[config.mk]
export PLATFORM = sky130hd
export DESIGN_NAME = rx_phase_scan
export DESIGN_NICKNAME = d
export VERILOG_FILES = /design/src/rtl/rx_phase_scan.sv
export SDC_FILE = /design/constraint.sdc
export NUM_CORES = 1
export LEC_CHECK = 0
export ABC_AREA = 1
export ABC_CLOCK_PERIOD_IN_PS = 5200
export BUFFER_PORTS_ARGS = -buffer_cell sky130_fd_sc_hd__buf_2
export CAP_MARGIN = 15
export CELL_PAD_IN_SITES_DETAIL_PLACEMENT = 1
export CELL_PAD_IN_SITES_GLOBAL_PLACEMENT = 2
export CORE_UTILIZATION = 25
export CTS_CLUSTER_DIAMETER = 200
export DETAILED_ROUTE_END_ITERATION = 16
export PLACE_DENSITY = 0.88
export SYNTH_ARGS = -nofsm -noshare
export SYNTH_HDL_FRONTEND = slang
export SYNTH_SLANG_ARGS = --single-unit
[constraint.sdc]
create_clock -name clock -period 5.2 [get_ports clock]
set_input_delay 0.52 -clock clock [delete_from_list [all_inputs] [get_ports clock]]
set_output_delay 0.52 -clock clock [all_outputs]
set_load 0.01 [all_outputs]
[src/rtl/rx_phase_scan.sv]
// RX sampling-phase acquisition: scans all OS offsets, measures BER per phase and locks the best one.
// Optional PHASE_SCAN_RELOCK_EN: windowed BER monitoring in LOCK with automatic rescan (adds o_relock).
module rx_phase_scan #(
  parameter int OS           = 4,
  parameter int NB_OFFSET    = 2,
  parameter int NB_ERR       = 16,
  parameter int SETTLE_BAUDS = 16,
  parameter int WINDOW_BITS  = 1022
) (
  input  logic                 clock,
  input  logic                 reset,
  input  logic                 i_valid,
  input  logic                 i_start,
  input  logic [63:0]          i_errors,
  input  logic [63:0]          i_bits,
  output logic [NB_OFFSET-1:0] o_offset,
  output logic                 o_ber_reset,
  output logic                 o_busy,
  output logic                 o_locked,
  output logic                 o_done,
  output logic [NB_ERR-1:0]    o_best_err
`ifdef PHASE_SCAN_RELOCK_EN
  ,
  output logic                 o_relock
`endif
);

  localparam int                 SETTLE_W = $clog2(SETTLE_BAUDS + 1);
  localparam logic [NB_ERR-1:0]  ERR_MAX  = '1;

  typedef enum logic [2:0] {
    IDLE,
    CLEAR,
    SETTLE,
    MEASURE,
    COMPARE,
    LOCK
  } state_t;

  state_t                 state_q, state_d;
  logic [NB_OFFSET-1:0]   idx_q, idx_d;
  logic [NB_OFFSET-1:0]   best_idx_q, best_idx_d;
  logic [NB_ERR-1:0]      best_err_q, best_err_d;
  logic [NB_ERR-1:0]      err_q, err_d;
  logic [SETTLE_W-1:0]    settle_cnt_q, settle_cnt_d;
  logic                   meas_q, meas_d;
  logic                   done_q, done_d;
  logic                   ber_reset;
  logic                   window_hit;
  logic [NB_ERR-1:0]      err_sat;

  assign window_hit = (i_bits >= 64'(WINDOW_BITS));
  assign err_sat    = (|i_errors[63:NB_ERR]) ? ERR_MAX : i_errors[NB_ERR-1:0];

`ifdef PHASE_SCAN_RELOCK_EN
  logic [NB_ERR+1:0] thr_wide;
  logic [NB_ERR-1:0] relock_thr;
  logic              relock;

  // Relock threshold best_err*2+8, clamped to the error register range.
  assign thr_wide   = {1'b0, best_err_q, 1'b0} + (NB_ERR + 2)'(8);
  assign relock_thr = (thr_wide > (NB_ERR + 2)'(ERR_MAX)) ? ERR_MAX : thr_wide[NB_ERR-1:0];
  assign o_relock   = relock;
`endif

  // NOTE: every variable gets its default before the case so no path can infer a latch.
  always_comb begin
    state_d      = state_q;
    idx_d        = idx_q;
    best_idx_d   = best_idx_q;
    best_err_d   = best_err_q;
    err_d        = err_q;
    settle_cnt_d = settle_cnt_q;
    meas_d       = meas_q;
    done_d       = 1'b0;
    ber_reset    = 1'b0;
`ifdef PHASE_SCAN_RELOCK_EN
    relock       = 1'b0;
`endif
    unique case (state_q)
      IDLE: begin
        if (i_start) begin
          state_d    = CLEAR;
          idx_d      = '0;
          best_idx_d = '0;
          best_err_d = ERR_MAX;
          meas_d     = 1'b0;
        end
      end
      CLEAR: begin
        // Second visit (meas_q set) re-clears ber so the window excludes sync errors.
        ber_reset    = 1'b1;
        settle_cnt_d = '0;
        state_d      = meas_q ? MEASURE : SETTLE;
      end
      SETTLE: begin
        if (i_valid) begin
          if (settle_cnt_q == SETTLE_W'(SETTLE_BAUDS - 1)) begin
            state_d = CLEAR;
            meas_d  = 1'b1;
          end else begin
            settle_cnt_d = settle_cnt_q + SETTLE_W'(1);
          end
        end
      end
      MEASURE: begin
        if (window_hit) begin
          err_d   = err_sat;
          state_d = COMPARE;
        end
      end
      COMPARE: begin
        if (err_q < best_err_q) begin
          best_err_d = err_q;
          best_idx_d = idx_q;
        end
        meas_d = 1'b0;
        if (idx_q == NB_OFFSET'(OS - 1)) begin
          state_d = LOCK;
          done_d  = 1'b1;
        end else begin
          idx_d   = idx_q + NB_OFFSET'(1);
          state_d = CLEAR;
        end
      end
      LOCK: begin
        if (i_start) begin
          state_d    = CLEAR;
          idx_d      = '0;
          best_idx_d = '0;
          best_err_d = ERR_MAX;
          meas_d     = 1'b0;
        end
`ifdef PHASE_SCAN_RELOCK_EN
        else if (window_hit) begin
          ber_reset = 1'b1;
          if (err_sat > relock_thr) begin
            relock     = 1'b1;
            state_d    = CLEAR;
            idx_d      = '0;
            best_idx_d = '0;
            best_err_d = ERR_MAX;
            meas_d     = 1'b0;
          end
        end
`endif
      end
      default: state_d = IDLE;
    endcase
  end

  // NOTE: sequential state uses non-blocking assignments only, so every register samples pre-edge values.
  always_ff @(posedge clock or posedge reset) begin
    if (reset) begin
      state_q      <= IDLE;
      idx_q        <= '0;
      best_idx_q   <= '0;
      best_err_q   <= ERR_MAX;
      err_q        <= '0;
      settle_cnt_q <= '0;
      meas_q       <= 1'b0;
      done_q       <= 1'b0;
    end else begin
      state_q      <= state_d;
      idx_q        <= idx_d;
      best_idx_q   <= best_idx_d;
      best_err_q   <= best_err_d;
      err_q        <= err_d;
      settle_cnt_q <= settle_cnt_d;
      meas_q       <= meas_d;
      done_q       <= done_d;
    end
  end

  assign o_ber_reset = ber_reset;
  assign o_busy      = (state_q == CLEAR) || (state_q == SETTLE) ||
                       (state_q == MEASURE) || (state_q == COMPARE);
  assign o_locked    = (state_q == LOCK);
  assign o_done      = done_q;
  assign o_best_err  = (state_q == LOCK) ? best_err_q : '0;
  assign o_offset    = (state_q == LOCK) ? best_idx_q :
                       (state_q == IDLE) ? '0 : idx_q;

endmodule
==> flow_summary.yaml, run 1 <==
worst_setup_path:
  required_ns: 4.68
  path_class: "reg -> out"
  path_max_fanout: 16
  crit_path_end_kind: "output pin"
  ff2ff_path_depth: 10
  crit_start: "state_q[0]"
  worstPathArrival_ns: 2.15
  regToRegStartpoint: "state_q[2]"
  critPathLaunchType: "flip-flop"
die:
  die_x_um: 112.3
  dieArea_mm2: 0.01260
  rows: 39
  pin_count: 154
  start_util_pct: 26.17
  core_mm2: 0.01161
  die_y_um: 112.3
status:
  violations: "DRC"
  status: "complete, but fails checks"
clock_tree:
  h-tree-depth: 2
  clk_pin_slew_ns: 0.07
  cts_buffer_depth: 2
  cts_tree: "done"
  ctsResizeCount: 0
  ctsHoldBuffers: 0
  numCtsBuffers: 5
  root_buffer: "clkbuf_16"
  post_cts_buffers: 0
  cts.sinks: 46
  clk-insertion-delay-late_ns: 0.29
detailed_routing:
  drcViolationCount: 6
  via_count: 3310
  drt_iter0_markers: 70
  vias_per_cell: 4.547
  routed_wl_um: 9288
  drtPass1Iterations: 10
  wl_per_cell_um: 12.76
  antenna_left: 0
yosys:
  ys_ff_latch: 46
  postSynthCellCount: 435
  syn_area_per_cell_um2: 6.987
  yosysWarnings: 0
  seq_area_frac_synth_pct: 38.53
  syn_nets: 585
  yosysUniqueCellTypes: 30
  syn_area_mm2: 0.003039
pwr:
  cellLeakagePower_uw: 0.002217
  power_density_mw_per_mm2: 525.7
  vdd_drop_max_mv: 0.1636
placement:
  numPortBuffers: 152
  dp_hpwl_um: 7363
  dp.cells: 720
  place_area_mm2: 0.003916
  routabilityCongestion: 0.7652
sta:
  maxSlewViolCount: 0
  rsz0062_at_grt: "false"
  hold_violations: 0
  finalCritPeriodShare_pct: 51.27
  fmax_mhz: 375.1
  period_needed_ns: 2.666
  fin_setup_tns_ns: 0
  setup_violations: 0
  relSlewSlack_pct: 31.15
  fin_skew_ns: 0.005975
  worst_pin_slew_ns: 1.030
global_routing:
  grt_pass1_wl_um: 15930
  grt_overflow_total: 0
  grt_max_degree: 47
  grt_util_all_layers_pct: 15.54
  grt_pass1_vias: 3533
  antenna_found_initial: 0
final_layout:
  fillers: 1524
  multi_input_area_mm2: 0.001625
  diodes: 0
  design_area_mm2: 0.004081
  drive_gt1_share_pct: 34.70
  area_delta_synth_final_pct: 34.29
  regArea_mm2: 0.001171
  nets: 734
  stdcell_count: 728
job:
  cap_violations: 0
worst_hold_path:
  hold_path_class: "in -> async"
-- cell type report --
cell class	instances	area share [%]
Multi-Input combinational cell	332	39.82
Sequential cell	46	28.69
Timing Repair Buffer	153	18.82
Tap cell	143	4.384
Inverter	46	4.231
Clock buffer	5	3.066
Clock inverter	3	0.9810
-- stage by stage --
step           worst slack [ns]  power (uW)  utilization (%)  hold WS [ns]
6_report                  2.534        2145            35.14        0.3601
5_1_grt                   2.242        2380            35.14        0.4341
4_1_cts                   2.505        2184            35.14        0.4062
3_5_place_dp              2.647        1803            33.72        0.4582
2_1_floorplan             3.184        1498                -        0.4419
3_3_place_gp              2.686        1735            33.72        0.4503
-- synth_stat cells --
| library cell | number | area [um^2] |
|---|---|---|
| o21bai_1 | 1 | 7.510 |
| dfstp_2 | 16 | 420.4 |
| nand2_4 | 2 | 22.52 |
| a22o_1 | 1 | 8.760 |
| nor2_2 | 1 | 6.260 |
| inv_2 | 1 | 3.750 |
| o21ai_0 | 26 | 130.1 |
| a21oi_1 | 13 | 65.06 |
| o22ai_1 | 1 | 6.260 |
| clkbuf_1 | 2 | 7.510 |
| buf_2 | 4 | 20.02 |
| nor4_1 | 4 | 25.02 |
| ha_1 | 18 | 225.2 |
| buf_4 | 2 | 15.01 |
| nand3_1 | 25 | 125.1 |
| dfrtp_1 | 30 | 750.7 |
| nor2_1 | 92 | 345.3 |
| nand2_2 | 2 | 12.51 |
| or2_0 | 1 | 6.260 |
| clkbuf_2 | 1 | 5.000 |
| nand2_1 | 108 | 405.4 |
| a21oi_2 | 3 | 26.28 |
| inv_1 | 45 | 168.9 |
| or2_2 | 17 | 106.4 |
| and2_0 | 3 | 18.77 |
| buf_6 | 2 | 22.52 |
| o21a_1 | 1 | 7.510 |
| nand4_1 | 6 | 37.54 |
| nand3b_1 | 1 | 7.510 |
| nor3_1 | 6 | 30.03 |
-- critical path, stage by stage (launching register included) --
cell and delay, ns:
dfrtp_1 0.43, inv_1 0.10, nor3_1 0.44, inv_1 0.43, nor2_1 0.28, buf_2 0.17
-- final timing paths --
check	to	slack, ns
worst max-delay path	o_best_err[15]	2.53
worst min-delay path	err_q[8]	0.36
worst max register to register	best_err_q[14]	2.80
worst min register to register	best_err_q[13]	0.47
max in group asynchronous	err_q[3]	4.40
min in group clock	best_err_q[13]	0.47
-- state kept, by name (all words and copies together), names as in the netlist --
name / cells
idx_q: 2
settle_cnt_q: 5
best_err_q: 16
meas_q: 1
err_q: 16
best_idx_q: 2
state_q: 3
o_done: 1
-- cell families after synthesis --
group | count (synthesis) | share of synthesized area (%)
and+or+nand+nor | 268 | 37.79
adders and majority gates | 18 | 7.411
buffers and inverters | 57 | 7.986
DFF | 46 | 38.53
AOI/OAI and AO/OA | 46 | 8.275
-- layout by cell type (no fill, tap or decap) --
cell type and instances:
nor3_1 6, nor2_2 1, and2_0 3, a21oi_1 13, o21a_1 1, o21bai_1 1
clkinv_1 1, o21ai_0 26, nor2_1 92, dfrtp_1 30, clkinv_2 2, a21oi_2 3
nand3_1 25, o22ai_1 1, nand2_1 108, clkbuf_16 5, or2_0 1, a22o_1 1
buf_2 152, inv_1 44, nand3b_1 1, dfstp_2 16, nor4_1 4, ha_1 18
bufinv_16 1, nand2_2 2, inv_2 1, nand2_4 2, nand4_1 6, buf_4 1
or2_2 17
-- per-layer routing --
layer	global-route usage (%)	wire [um]	vias up
li1	-	-	1670
met3	3.402	495	12
met1	17.65	3845	1547
met2	29.23	4850	81
met4	4.089	96	0
met5	0	0	-
-- report_power, final --
group,leakage (uW),switching [uW],internal (uW),total (uW)
sequential,0.000532,122,581,703
combinational,0.00160,657,422,1080
clock,0.0000836,139,225,364
total,0.00222,917,1230,2150
Power figures use the tool's default switching activity.
==> run 2: changes to the inputs <==
ABC_CLOCK_PERIOD_IN_PS = 2760   (was 5200)
CORE_UTILIZATION = 23   (was 25)
PLACE_DENSITY = 0.82   (was 0.88)
clock period = 2.76 ns   (was 5.2 ns; I/O delays follow)
==> run 2 against run 1 <==
Effect of this change: the run ends with hold timing left; sequential power increased by 89%; global-route usage fell by 0.33 points; clock-buffer cell count grew 3; power up 85%; hold slack lost 0.37 ns; clock skew shrank 0.00084 ns; die area grew 8.5%.
==> flow_summary.yaml, run 2 (synthesis gave the netlist of run 1 again) <==
clock_tree:
  ctsResizeCount: 0
  clk-insertion-delay-late_ns: 0.28
  post_cts_buffers: 0
  cts.sinks: 46
  cts_buffer_depth: 2
  cts_tree: "done"
  numCtsBuffers: 5
  ctsHoldBuffers: 0
  h-tree-depth: 2
  root_buffer: "clkbuf_16"
  clk_pin_slew_ns: 0.06
die:
  pin_count: 154
  die_y_um: 117.0
  core_mm2: 0.01277
  rows: 41
  die_x_um: 117.0
  dieArea_mm2: 0.01368
  start_util_pct: 23.79
detailed_routing:
  drcViolationCount: 0
  routed_wl_um: 9643
  drt_iter0_markers: 92
  wl_per_cell_um: 12.67
  via_count: 3239
  drtPass1Iterations: 4
  antenna_left: 0
  vias_per_cell: 4.256
pwr:
  power_switching_uw: 1724
  power_frac_seq_pct: 33.5
  pwr-share-comb_pct: 52.0
  internal_power_uw: 2249
  clock_power_share_pct: 14.6
  cellLeakagePower_uw: 0.002217
  vdd_drop_max_mv: 0.2805
  power_density_mw_per_mm2: 964.7
  p_sw_share_pct: 43.39
placement:
  numPortBuffers: 152
  routabilityCongestion: 0.7838
  dp_hpwl_um: 7760
  place_area_mm2: 0.003983
sta:
  fmax_mhz: 462.1
  setup_violations: 0
  period_needed_ns: 2.164
  maxSlewViolCount: 0
  relSlewSlack_pct: 57.56
  worst_pin_slew_ns: 0.6351
  finalCritPeriodShare_pct: 78.41
  fin_skew_ns: 0.005131
  fin_hold_ws_ns: -0.007532
  hold_violations: 9
  rsz0062_at_grt: "false"
  fin_setup_tns_ns: 0
final_layout:
  design_area_mm2: 0.004119
  mostFrequentLayoutCell: "buf_2"
  area_delta_synth_final_pct: 35.53
  diodes: 0
  drive_gt1_share_pct: 34.63
  nets: 738
  reg.largest.list: "best_err_q: 16 flops, err_q: 16 flops, settle_cnt_q: 5 flops"
  final_cell_mix: "152 x buf_2, 108 x nand2_1, 92 x nor2_1"
  final_util_pct: 32.25
worst_setup_path:
  path_max_fanout: 16
  path_class: "reg -> out"
  ff2ff_path_depth: 11
  crit_path_end_kind: "output pin"
  critPathLaunchType: "flip-flop"
  worstPathArrival_ns: 1.89
  required_ns: 2.48
global_routing:
  grt_max_degree: 33
  grt_util_all_layers_pct: 15.21
  grt_pass1_wl_um: 16340
  grt_pass1_vias: 3525
  antenna_found_initial: 0
  grt_overflow_total: 0
job:
  cap_violations: 0
worst_hold_path:
  hold_path_class: "in -> async"
status:
  violations: "hold timing"
  status: "complete, but fails checks"
[run 2: layer usage]
layer	global-route usage, %	wire length, um	vias to the layer above
met5	0	0	-
met4	3.038	75	0
met3	2.832	460	5
met1	17.62	4107	1481
li1	-	-	1675
met2	29.03	5000	78
[run 2: final cells by class]
class | instances | area, um^2
Clock buffer | 8 | 136.4
Fill cell | 1631 | 8655
Inverter | 46 | 172.7
Multi-Input combinational cell | 332 | 1625
Sequential cell | 46 | 1171
Tap cell | 172 | 215.2
Timing Repair Buffer | 157 | 798.3
[run 2: metrics by stage]
stage               power, uW  setup WS, ns  std cells  hold slack [ns]
global route             4452        0.4280        761          0.02090
finish                   3973        0.5958        761        -0.007532
CTS                      4055        0.6007        761          0.01617
detailed placement       3448        0.7359        753           0.3207
global placement         3320        0.7903        753           0.3056
floorplan                2823        0.9676        435           0.4419
[run 2: path summary, 6_finish.rpt]
path | startpoint | end | slack (ns)
min in group clock | i_errors[8] | err_q[8] | 0.27
hold reg to reg | best_err_q[13] | best_err_q[13] | 0.46
setup / recovery | state_q[0] | o_best_err[15] | 0.60
hold / removal | reset | err_q[11] | -0.008
max in group asynchronous | reset | best_err_q[0] | 1.95
setup reg to reg | best_err_q[7] | best_err_q[6] | 0.72
[run 2: power by group through the flow]
stage	Combinational (uW)	Clock [uW]	Sequential [uW]
2_1_floorplan	1560	0	1260
3_3_place_gp	2000	0	1320
3_5_place_dp	2100	0	1340
4_1_cts	2120	602	1330
5_1_grt	2440	631	1380
6_report	2060	579	1330
[run 2: worst max-delay path: stages, from the launching register on]
cell and delay (ns):
dfrtp_1 0.45, inv_1 0.10, nor3_1 0.22, buf_4 0.17, inv_1 0.26, nor2_1 0.23, buf_2 0.17
==> run 3: changes to the inputs <==
ABC_CLOCK_PERIOD_IN_PS = 1850   (was 2760)
CORE_UTILIZATION = 21   (was 23)
PLACE_DENSITY = 0.79   (was 0.82)
clock period = 1.85 ns   (was 2.76 ns; I/O delays follow)
==> run 3 against run 2 <==
Effect of this change: the flow finishes with violations (setup timing); largest power group unchanged; global-route usage down 0.87 points; power is 77% higher; clock skew about the same; flip-flop and latch count did not move; hold slack improved by 0.040 ns; largest cell class unchanged.
==> flow_summary.yaml, run 3 (synthesis gave the netlist of run 1 again) <==
pwr:
  cellLeakagePower_uw: 0.002335
  power_frac_seq_pct: 29.1
  pwr-share-comb_pct: 58.0
  power_density_mw_per_mm2: 1545
  vdd_drop_max_mv: 0.4745
  internal_power_uw: 3912
  power_switching_uw: 3112
  clock_power_share_pct: 12.9
  p_sw_share_pct: 44.30
sta:
  fin_setup_tns_ns: -0.8309
  layout_setup_ws_ns: -0.08836
  relSlewSlack_pct: 48.47
  period_needed_ns: 1.938
  fmax_mhz: 515.9
  rsz0062_at_grt: "true"
  setup_violations: 18
  worst_pin_slew_ns: 0.7671
  fin_skew_ns: 0.005531
  finalCritPeriodShare_pct: 104.8
  hold_violations: 0
  maxSlewViolCount: 0
global_routing:
  antenna_found_initial: 0
  grt_overflow_total: 0
  grt_pass1_wl_um: 17100
  grt_util_all_layers_pct: 14.34
  grt_max_degree: 47
  grt_pass1_vias: 3750
placement:
  dp.cells: 771
  numPortBuffers: 152
  dp_hpwl_um: 8126
  routabilityCongestion: 0.7730
clock_tree:
  cts_tree: "done"
  cts_buffer_depth: 2
  h-tree-depth: 2
  clk_pin_slew_ns: 0.06
  cts.sinks: 46
  numCtsBuffers: 5
  clk-insertion-delay-late_ns: 0.29
  ctsHoldBuffers: 0
  root_buffer: "clkbuf_16"
worst_setup_path:
  path_class: "reg -> reg"
  critPathMaxStageDelay_ns: 0.54
  path_cells: "inv_2, ha_4, nand2_4, inv_2, nand3_2, buf_4, inv_1, a21oi_2, nand2_2, nand2_8, buf_6, nand3_1, nand2_1"
  ff2ff_path_depth: 13
  crit_path_end_kind: "flip-flop"
  r2r_end: "best_err_q[15]"
  required_ns: 2.06
  reg2reg_slack_ns: -0.09
  slowest_stage: "dfstp_2"
  regToRegStartpoint: "best_err_q[15]"
  worstPathArrival_ns: 2.15
  critPathLaunchType: "flip-flop"
  cp_common_cell: "inv_2"
  path_max_fanout: 6
die:
  dieArea_mm2: 0.01496
  die_y_um: 122.3
  die_x_um: 122.3
  core_mm2: 0.01399
  start_util_pct: 21.73
  pin_count: 154
  rows: 43
final_layout:
  diodes: 0
  final_cell_mix: "152 x buf_2, 99 x nand2_1, 91 x nor2_1"
  stdcell_count: 785
  nets: 754
  mostFrequentLayoutCell: "buf_2"
  reg.largest.list: "best_err_q: 16 flops, err_q: 16 flops, settle_cnt_q: 5 flops"
  drive_gt1_share_pct: 44.13
  final_util_pct: 32.50
  area_delta_synth_final_pct: 49.57
  fillers: 1772
detailed_routing:
  drtPass1Iterations: 4
  via_count: 3400
  antenna_left: 0
  drcViolationCount: 0
  drt_iter0_markers: 88
  routed_wl_um: 10360
  vias_per_cell: 4.331
  wl_per_cell_um: 13.20
job:
  cap_violations: 0
status:
  status: "complete, but fails checks"
  violations: "setup timing"
worst_hold_path:
  hold_path_class: "in -> async"
[run 3: worst max-delay path by stage]
stage / startpoint / end
after detailed placement: best_err_q[3] / best_err_q[12]
final: best_err_q[15] / best_err_q[15]
after global placement: best_err_q[15] / best_idx_q[1]
after global routing: best_err_q[7] / best_idx_q[0]
after floorplan: best_err_q[15] / best_err_q[10]
after CTS: best_err_q[1] / best_idx_q[1]
[run 3: power by group through the flow]
stage	logic [uW]	registers (uW)	clock network (uW)
global placement	3150	1970	0
CTS	3670	2020	941
floorplan	2330	1890	0
detailed placement	3320	2000	0
finish	4070	2040	908
global route	4650	2110	985
[run 3: cell type report]
class                   instances  area, um^2  share of cell area [%]
clock buffers                   7       142.6                   3.138
repair buffers                172       942.2                   20.73
inverters                      46       172.7                   3.799
multi-input cells             333        1884                   41.45
well taps                     180       225.2                   4.955
clock inverters                 1       5.005                  0.1101
flip-flops and latches         46        1174                   25.82
[run 3: critical path, delay by kind of cell, from the launching register on]
family | cells | cell delay [ns]
compound gates | 1 | 0.06
buf+inv | 5 | 0.48
fa+ha+maj | 1 | 0.27
simple gates | 6 | 0.50
flops | 1 | 0.54
[run 3: per-stage QoR]
step | setup slack [ns] | power [uW] | hold WS [ns] | area (um^2)
after CTS | -0.01674 | 6627 | 0.07046 | 4375
after detailed placement | -0.06883 | 5326 | 0.3796 | 4080
after floorplan | 0.05759 | 4211 | 0.3606 | 3039
after global routing | -0.1594 | 7738 | 0.09177 | 4546
final | -0.08836 | 7023 | 0.03197 | 4546
after global placement | -0.01194 | 5119 | 0.3794 | 4080
[run 3: metal layers]
layer | track usage, % | share of wire, % | vias up
met1 | 15.87 | 40 | 1595
met3 | 2.695 | 5.2 | 11
li1 | - | - | 1713
met5 | 0 | 0 | -
met2 | 27.42 | 53 | 81
met4 | 4.116 | 1.4 | 0
[run 3: repair_timing]
| item | 4_1_cts | 5_1_grt |
|---|---|---|
| setup buffers | 0 | 3 |
| setup endpoints to repair | 31 | 32 |
| pin swaps | 11 | 20 |
| resized for setup | 24 | 38 |
| cloned | 3 | 0 |
